$ cat src/rtl/io_input_conditioner.sv
// Synchronizes the slide switches and active-low push key, debounces the key and emits one
// button pulse plus a registered switch snapshot per accepted press. Define IO_AUTOREPEAT_EN for autorepeat.
module io_input_conditioner #(
    parameter int DEBOUNCE_CYCLES = 500000,
    parameter int REPEAT_CYCLES   = 12500000,
    parameter int CNT_WIDTH       = 24,
    parameter int SW_WIDTH        = 18
) (
    input  logic                clock,
    input  logic                reset,
    input  logic                key_n,
    input  logic [SW_WIDTH-1:0] switches_raw,
    input  logic                wait_req,
    output logic                button,
    output logic [SW_WIDTH-1:0] switches,
    output logic                pressed
);

    // Both terminal counts must fit in the shared counter.
    if (DEBOUNCE_CYCLES < 2 || REPEAT_CYCLES < 1 ||
        longint'(DEBOUNCE_CYCLES) >= (longint'(1) << CNT_WIDTH) ||
        longint'(REPEAT_CYCLES) >= (longint'(1) << CNT_WIDTH)) begin : g_bad_params
        $error("io_input_conditioner: invalid DEBOUNCE_CYCLES/REPEAT_CYCLES/CNT_WIDTH");
    end

    localparam logic [CNT_WIDTH-1:0] DB_LAST = CNT_WIDTH'(DEBOUNCE_CYCLES - 1);
`ifdef IO_AUTOREPEAT_EN
    localparam logic [CNT_WIDTH-1:0] REP_LAST = CNT_WIDTH'(REPEAT_CYCLES - 1);
`endif

    typedef enum logic [1:0] {
        S_IDLE,
        S_PRESS_DB,
        S_HELD,
        S_RELEASE_DB
    } state_t;

    state_t                r_state;
    logic [CNT_WIDTH-1:0]  r_cnt;
    logic                  r_k1;
    logic                  r_k2;
    logic [SW_WIDTH-1:0]   r_sw1;
    logic [SW_WIDTH-1:0]   r_sw2;
    logic                  r_button;
    logic [SW_WIDTH-1:0]   r_switches;
    logic                  r_pressed;

    always_ff @(posedge clock or posedge reset) begin
        if (reset) begin
            r_state    <= S_IDLE;
            r_cnt      <= '0;
            r_k1       <= 1'b0;
            r_k2       <= 1'b0;
            r_sw1      <= '0;
            r_sw2      <= '0;
            r_button   <= 1'b0;
            r_switches <= '0;
            r_pressed  <= 1'b0;
        end else begin
            r_k1     <= ~key_n;
            r_k2     <= r_k1;
            r_sw1    <= switches_raw;
            r_sw2    <= r_sw1;
            r_button <= 1'b0;

            case (r_state)
                S_IDLE: begin
                    if (r_k2) begin
                        r_state <= S_PRESS_DB;
                        r_cnt   <= '0;
                    end
                end
                S_PRESS_DB: begin
                    // A bounce on the terminal edge wins: no accept.
                    if (!r_k2) begin
                        r_state <= S_IDLE;
                    end else if (r_cnt == DB_LAST) begin
                        r_state   <= S_HELD;
                        r_cnt     <= '0;
                        r_pressed <= 1'b1;
                        if (wait_req) begin
                            r_button   <= 1'b1;
                            r_switches <= r_sw2;
                        end
                    end else begin
                        r_cnt <= r_cnt + 1'b1;
                    end
                end
                S_HELD: begin
                    if (!r_k2) begin
                        r_state <= S_RELEASE_DB;
                        r_cnt   <= '0;
                    end
`ifdef IO_AUTOREPEAT_EN
                    else if (r_cnt == REP_LAST) begin
                        r_cnt <= '0;
                        if (wait_req) begin
                            r_button   <= 1'b1;
                            r_switches <= r_sw2;
                        end
                    end else begin
                        r_cnt <= r_cnt + 1'b1;
                    end
`endif
                end
                S_RELEASE_DB: begin
                    // Release bounce returns to HELD without a new pulse.
                    if (r_k2) begin
                        r_state <= S_HELD;
                        r_cnt   <= '0;
                    end else if (r_cnt == DB_LAST) begin
                        r_state   <= S_IDLE;
                        r_cnt     <= '0;
                        r_pressed <= 1'b0;
                    end else begin
                        r_cnt <= r_cnt + 1'b1;
                    end
                end
                default: begin
                    r_state   <= S_IDLE;
                    r_cnt     <= '0;
                    r_pressed <= 1'b0;
                end
            endcase
        end
    end

    assign button   = r_button;
    assign switches = r_switches;
    assign pressed  = r_pressed;

endmodule

$ cat config.mk
export PLATFORM = sky130hd
export DESIGN_NAME = io_input_conditioner
export DESIGN_NICKNAME = d
export VERILOG_FILES = /design/src/rtl/io_input_conditioner.sv
export SDC_FILE = /design/constraint.sdc
export NUM_CORES = 1
export LEC_CHECK = 0
export CAP_MARGIN = 10
export CORE_ASPECT_RATIO = 1.2
export CORE_MARGIN = 4
export CORE_UTILIZATION = 54
export CTS_CLUSTER_SIZE = 20
export DETAILED_ROUTE_END_ITERATION = 16
export GPL_TIMING_DRIVEN = 0
export PLACE_DENSITY = 0.78
export RECOVER_POWER = 25
export SETUP_SLACK_MARGIN = 0.3
export SYNTH_ARGS = -nofsm -noshare
export SYNTH_HDL_FRONTEND = slang
export SYNTH_SLANG_ARGS = --single-unit
$ cat constraint.sdc
create_clock -name clock -period 3.15 [get_ports clock]
set_input_delay 0.4725 -clock clock [delete_from_list [all_inputs] [get_ports clock]]
set_output_delay 0.4725 -clock clock [all_outputs]
set_load 0.03 [all_outputs]
# Word level (Yosys, flattened, before mapping)
# Cells that the tools add are included.
[totals]
reg_bits = 84
inputBits = 22
elab_cells = 51
[classes]
add_sub_neg = 1
eq_ne = 12
mux = 22
bitwise = 1
reduce_logical = 6
[ops]
columns = ["op", "count"]
rows = [
  ["$mux 24", 5],
  ["$pmux 24 s4", 1],
  ["$add 24x1->24 const B", 1],
  ["$eq 24x19->1 const B", 1],
  ["$mux 2", 6],
  ["$ne 2x2->1 const B", 6],
  ["$mux 1", 8],
  ["$pmux 2 s4", 1],
  ["$reduce_and 4->1", 2],
  ["$ne 3x3->1 const B", 2],
  ["$reduce_and 5->1", 1],
  ["$eq 2x2->1 const B", 2],
  ["$reduce_and 3->1", 1],
  ["$eq 2x1->1 const B", 1],
  ["$logic_not 2->1", 1],
  ["$pmux 1 s2", 1],
  ["$reduce_bool 2->1", 1],
  ["$not 1->1", 1],
]

# Logic depth before layout (Yosys ltp)
[logic_depth]
word_depth = 4
mapped_depth = 6

# Worst setup path before layout
# Ideal clock, no wire load.
[synth_path]
kind = "register to register"
from = "reg r_cnt[19]"
to = "reg r_switches[10] (netlist: switches[10])"
t_arrival_ns = 2.417
path_slack_ns = 0.608
path_stages_with_launch = 6
n_path_buf = 1
path_cell_list = "dfrtp_1 > or4_4 > or4_4 > nor4_4 > buf_6 > mux2_2"
[synth_between]
elab_chain_len = 2
[synth_rtl]
columns = ["item", "line", "source"]
rows = [
  ["from (decl)", "39", "logic [CNT_WIDTH-1:0] r_cnt;"],
  ["from (signal assigned)", "86", "r_cnt <= r_cnt + 1'b1;"],
  ["from (signal assigned)", "116", "r_cnt <= r_cnt + 1'b1;"],
  ["$eq 24x19->1", "77", "end else if (r_cnt == DB_LAST) begin"],
  ["$reduce_and 4->1 (no line)", "-", ""],
  ["to (signal assigned)", "83", "r_switches <= r_sw2;"],
  ["to (decl)", "45", "logic [SW_WIDTH-1:0] r_switches;"],
]
# Every way passes these cells.
# A chain may end at the register's enable or synchronous reset.

# Final worst setup path
[layout_path]
from = "reg r_cnt[19]"
to = "reg r_switches[2] (netlist: switches[2])"
# The elaborated chain is that of the path after synthesis.

==> qor.txt <==
initial antenna violation count: 0
cts bufs inserted: 9
class of the worst hold path: flop to flop
# IOs: 42
final WL: 6380 um
syn_area_per_cell: 13.0 sq um
sequential area share after synthesis: 64.3%
Worst-Margin Slew: 0.971 ns
n_diodes: 0
die area: 7360 sq um
hold slack: 0.348 ns
reg2reg start: r_cnt[19]
gr ovfl total: 0
Post-synth EDFFs: 0
clock latency on the worst-skew pair: 0.35 ns
clock skew: 0.00773 ns
Final Wtd Congestion: 0.824
#FFs+latches synth: 84
Routed Antenna Nets: 0
H-tree Lvls: 3
CTS sink count: 84
nets: 330
CTS max path bufs: 2
vias per inst: 5.80
Final Cell Area: 4020 sq um
count leader, synth: dfrtp_1
Critical path origin: r_cnt[19]
Setup crit end kind: flop
final core utilization: 69.5%
port buffer count: 41
DRT iter0 DRCs: 124
Final Hold Viols: 0
share of cells above drive strength 1: 14.4%
CTS tree: yes
Min Clock Period, post-route: 2.63 ns
Starting Density: 56.5%
Die Ht: 93.2 um
Post-Synthesis Cell Area: 3270 sq um
top post-synthesis cells by count: dfrtp_1 (84), mux2_2 (18), a22oi_1 (17)
Area Overhead vs Synth: 23.1%
Gate Count Post-Synth: 252
largest net degree at the start of global routing: 66
number of library cell types mapped by synthesis: 36
Worst R2R End: switches[2]
Placed Area: 3810 sq um
Core ar.: 5780 sq um
# DRC: 0
final-report setup violation count: 0
crit path DAT: 2.86 ns
Hold Path Sink: r_sw2[3]
Yosys warnings: 0
Max VDD drop: 0.286 mV
wire length per cell: 16.3 um
CTS root buffer: clkbuf_8
critical path launch point type: flop
HP Start: r_sw1[3]
asr flop ratio synth: 100%
Fillers: 451
Setup TNS Final: 0 ns
top cells by area, synth: dfrtp_1 (64%), mux2_2 (6.2%), a22oi_1 (3.9%)
Leakage: 0.00174 uW
Synth Flop Type: dfrtp_1
Final Cycle Share: 83.3%
status: completed
pwr dens: 484 nW/um^2
Max Cap Viol: 0
vias in the first global route: 2353
std cell rows: 30
Post-DP HPWL: 4430 um
RSZ-0062 raised after global routing: no
CP max FO: 10
relative max-transition margin: 34.9%
worst reg2reg path depth: 5
cell count of the worst hold path: 0
dominant cell type by area after synthesis: dfrtp_1
flop-to-flop setup slack: 0.52 ns
worst endpoint required time: 3.38 ns
fin. max-slew vios: 0
First-pass DRT Iterations: 4
Crit Path Class: flop to flop
DR vias: 2275
GRT Resource Usage Total: 19.8%
first-pass GRT wire length: 11200 um
clock slew at reported path FFs: 0.08 ns
fmax: 381 MHz
Syn Nets: 275
Post-CTS Resized: 0
area share of the largest cell type after synthesis: 64.3%
die width: 79.0 um
## layout make-up
| class | instances | area (sq um) | share of cell area [%] |
|---|---|---|---|
| clock buffer | 10 | 128 | 3.17 |
| clock inverter | 6 | 71.3 | 1.77 |
| inverter | 9 | 35.0 | 0.871 |
| tap | 80 | 100 | 2.49 |
| multi-input combinational | 148 | 1080 | 26.9 |
| timing repair buffer | 44 | 453 | 11.3 |
| sequential | 84 | 2100 | 52.3 |
| buffer | 11 | 48.8 | 1.21 |
## per-stage QoR
step / setup slack (ns) / std cells / power, uW
2_1_floorplan: 0.512 / 252 / 1180
3_3_place_gp: -0.600 / 373 / 1210
3_5_place_dp: 0.286 / 374 / 1220
4_1_cts: 0.520 / 392 / 1980
5_1_grt: 0.409 / 392 / 2040
6_report: 0.525 / 392 / 1940
## metal layers
metal	track usage (%)	vias to the layer above	part of all wire [%]
met1	25.1	1136	43
met2	31.7	72	50
met4	8.45	0	0.96
li1	-	1060	-
met5	0	-	0
met3	5.78	7	6.1
## where the power goes
part / switching [uW] / internal [uW] / leakage, uW
logic: 44.8 / 30.7 / 0.000569
clock network: 376 / 373 / 0.0000935
registers: 12.2 / 1110 / 0.00108
## critical path: stages, from the launching register on
cell and delay (ns):
dfrtp_1 0.46, or4_4 0.55, or4_4 0.58, nor4_4 0.35
buf_6 0.21, mux2_2 0.35
## cell families (layout without fill, tap and decap cells)
group / after synthesis / in the layout / share of synthesized area (%)
AOI/OAI and AO/OA: 49 / 49 / 9.96
xor gates and xnor gates: 6 / 6 / 1.61
adders and majority gates: 1 / 1 / 0.383
buffers and inverters: 20 / 80 / 2.53
and+or+nand+nor: 73 / 73 / 14.7
DFF: 84 / 84 / 64.3
muxes: 19 / 19 / 6.51
## sequential cells by signal (all words and copies together) (netlist names), named ones only
| register | count |
|---|---|
| button | 1 |
| pressed | 1 |
| r_cnt | 24 |
| r_k1 | 1 |
| r_k2 | 1 |
| r_state | 1 |
| r_sw1 | 18 |
| r_sw2 | 18 |
| switches | 18 |
## cells in the final DEF (no fill, tap or decap), types with 2 or more instances in the layout
cell type and n:
a21oi_1 6, a22oi_1 17, and2_1 3, and4_1 3, buf_4 2, clkbuf_1 11, clkbuf_8 9, clkdlybuf4s50_1 22
clkinvlp_4 2, dfrtp_1 84, dlygate4sd3_1 19, inv_1 8, inv_6 2, mux2_2 18, nand2_1 6, nand3_1 13
nand4_1 8, nor2_1 3, nor4_1 3, nor4b_1 2, o211ai_1 2, o21ai_0 13, o31ai_1 8, or2_2 2
or3_1 10, or4_1 11, or4_4 2, xnor2_1 2, xor2_1 4
## worst max path at each step
stage	cells after the start	end	slack, ns
after global routing	5	switches[2]	0.41
after CTS	5	switches[2]	0.52
after detailed placement	5	switches[8]	0.29
after floorplan	1	asynchronous set/reset pin	0.51
final	5	switches[2]	0.52
after global placement	2	switches[0]	-0.60
## repair_timing
| item | in CTS | in global routing |
|---|---|---|
| setup endpoints to repair | 10 | 0 |
| hold buffers | 0 | 0 |
| setup buffers | 2 | 0 |
(Power assumes the default switching activity.)
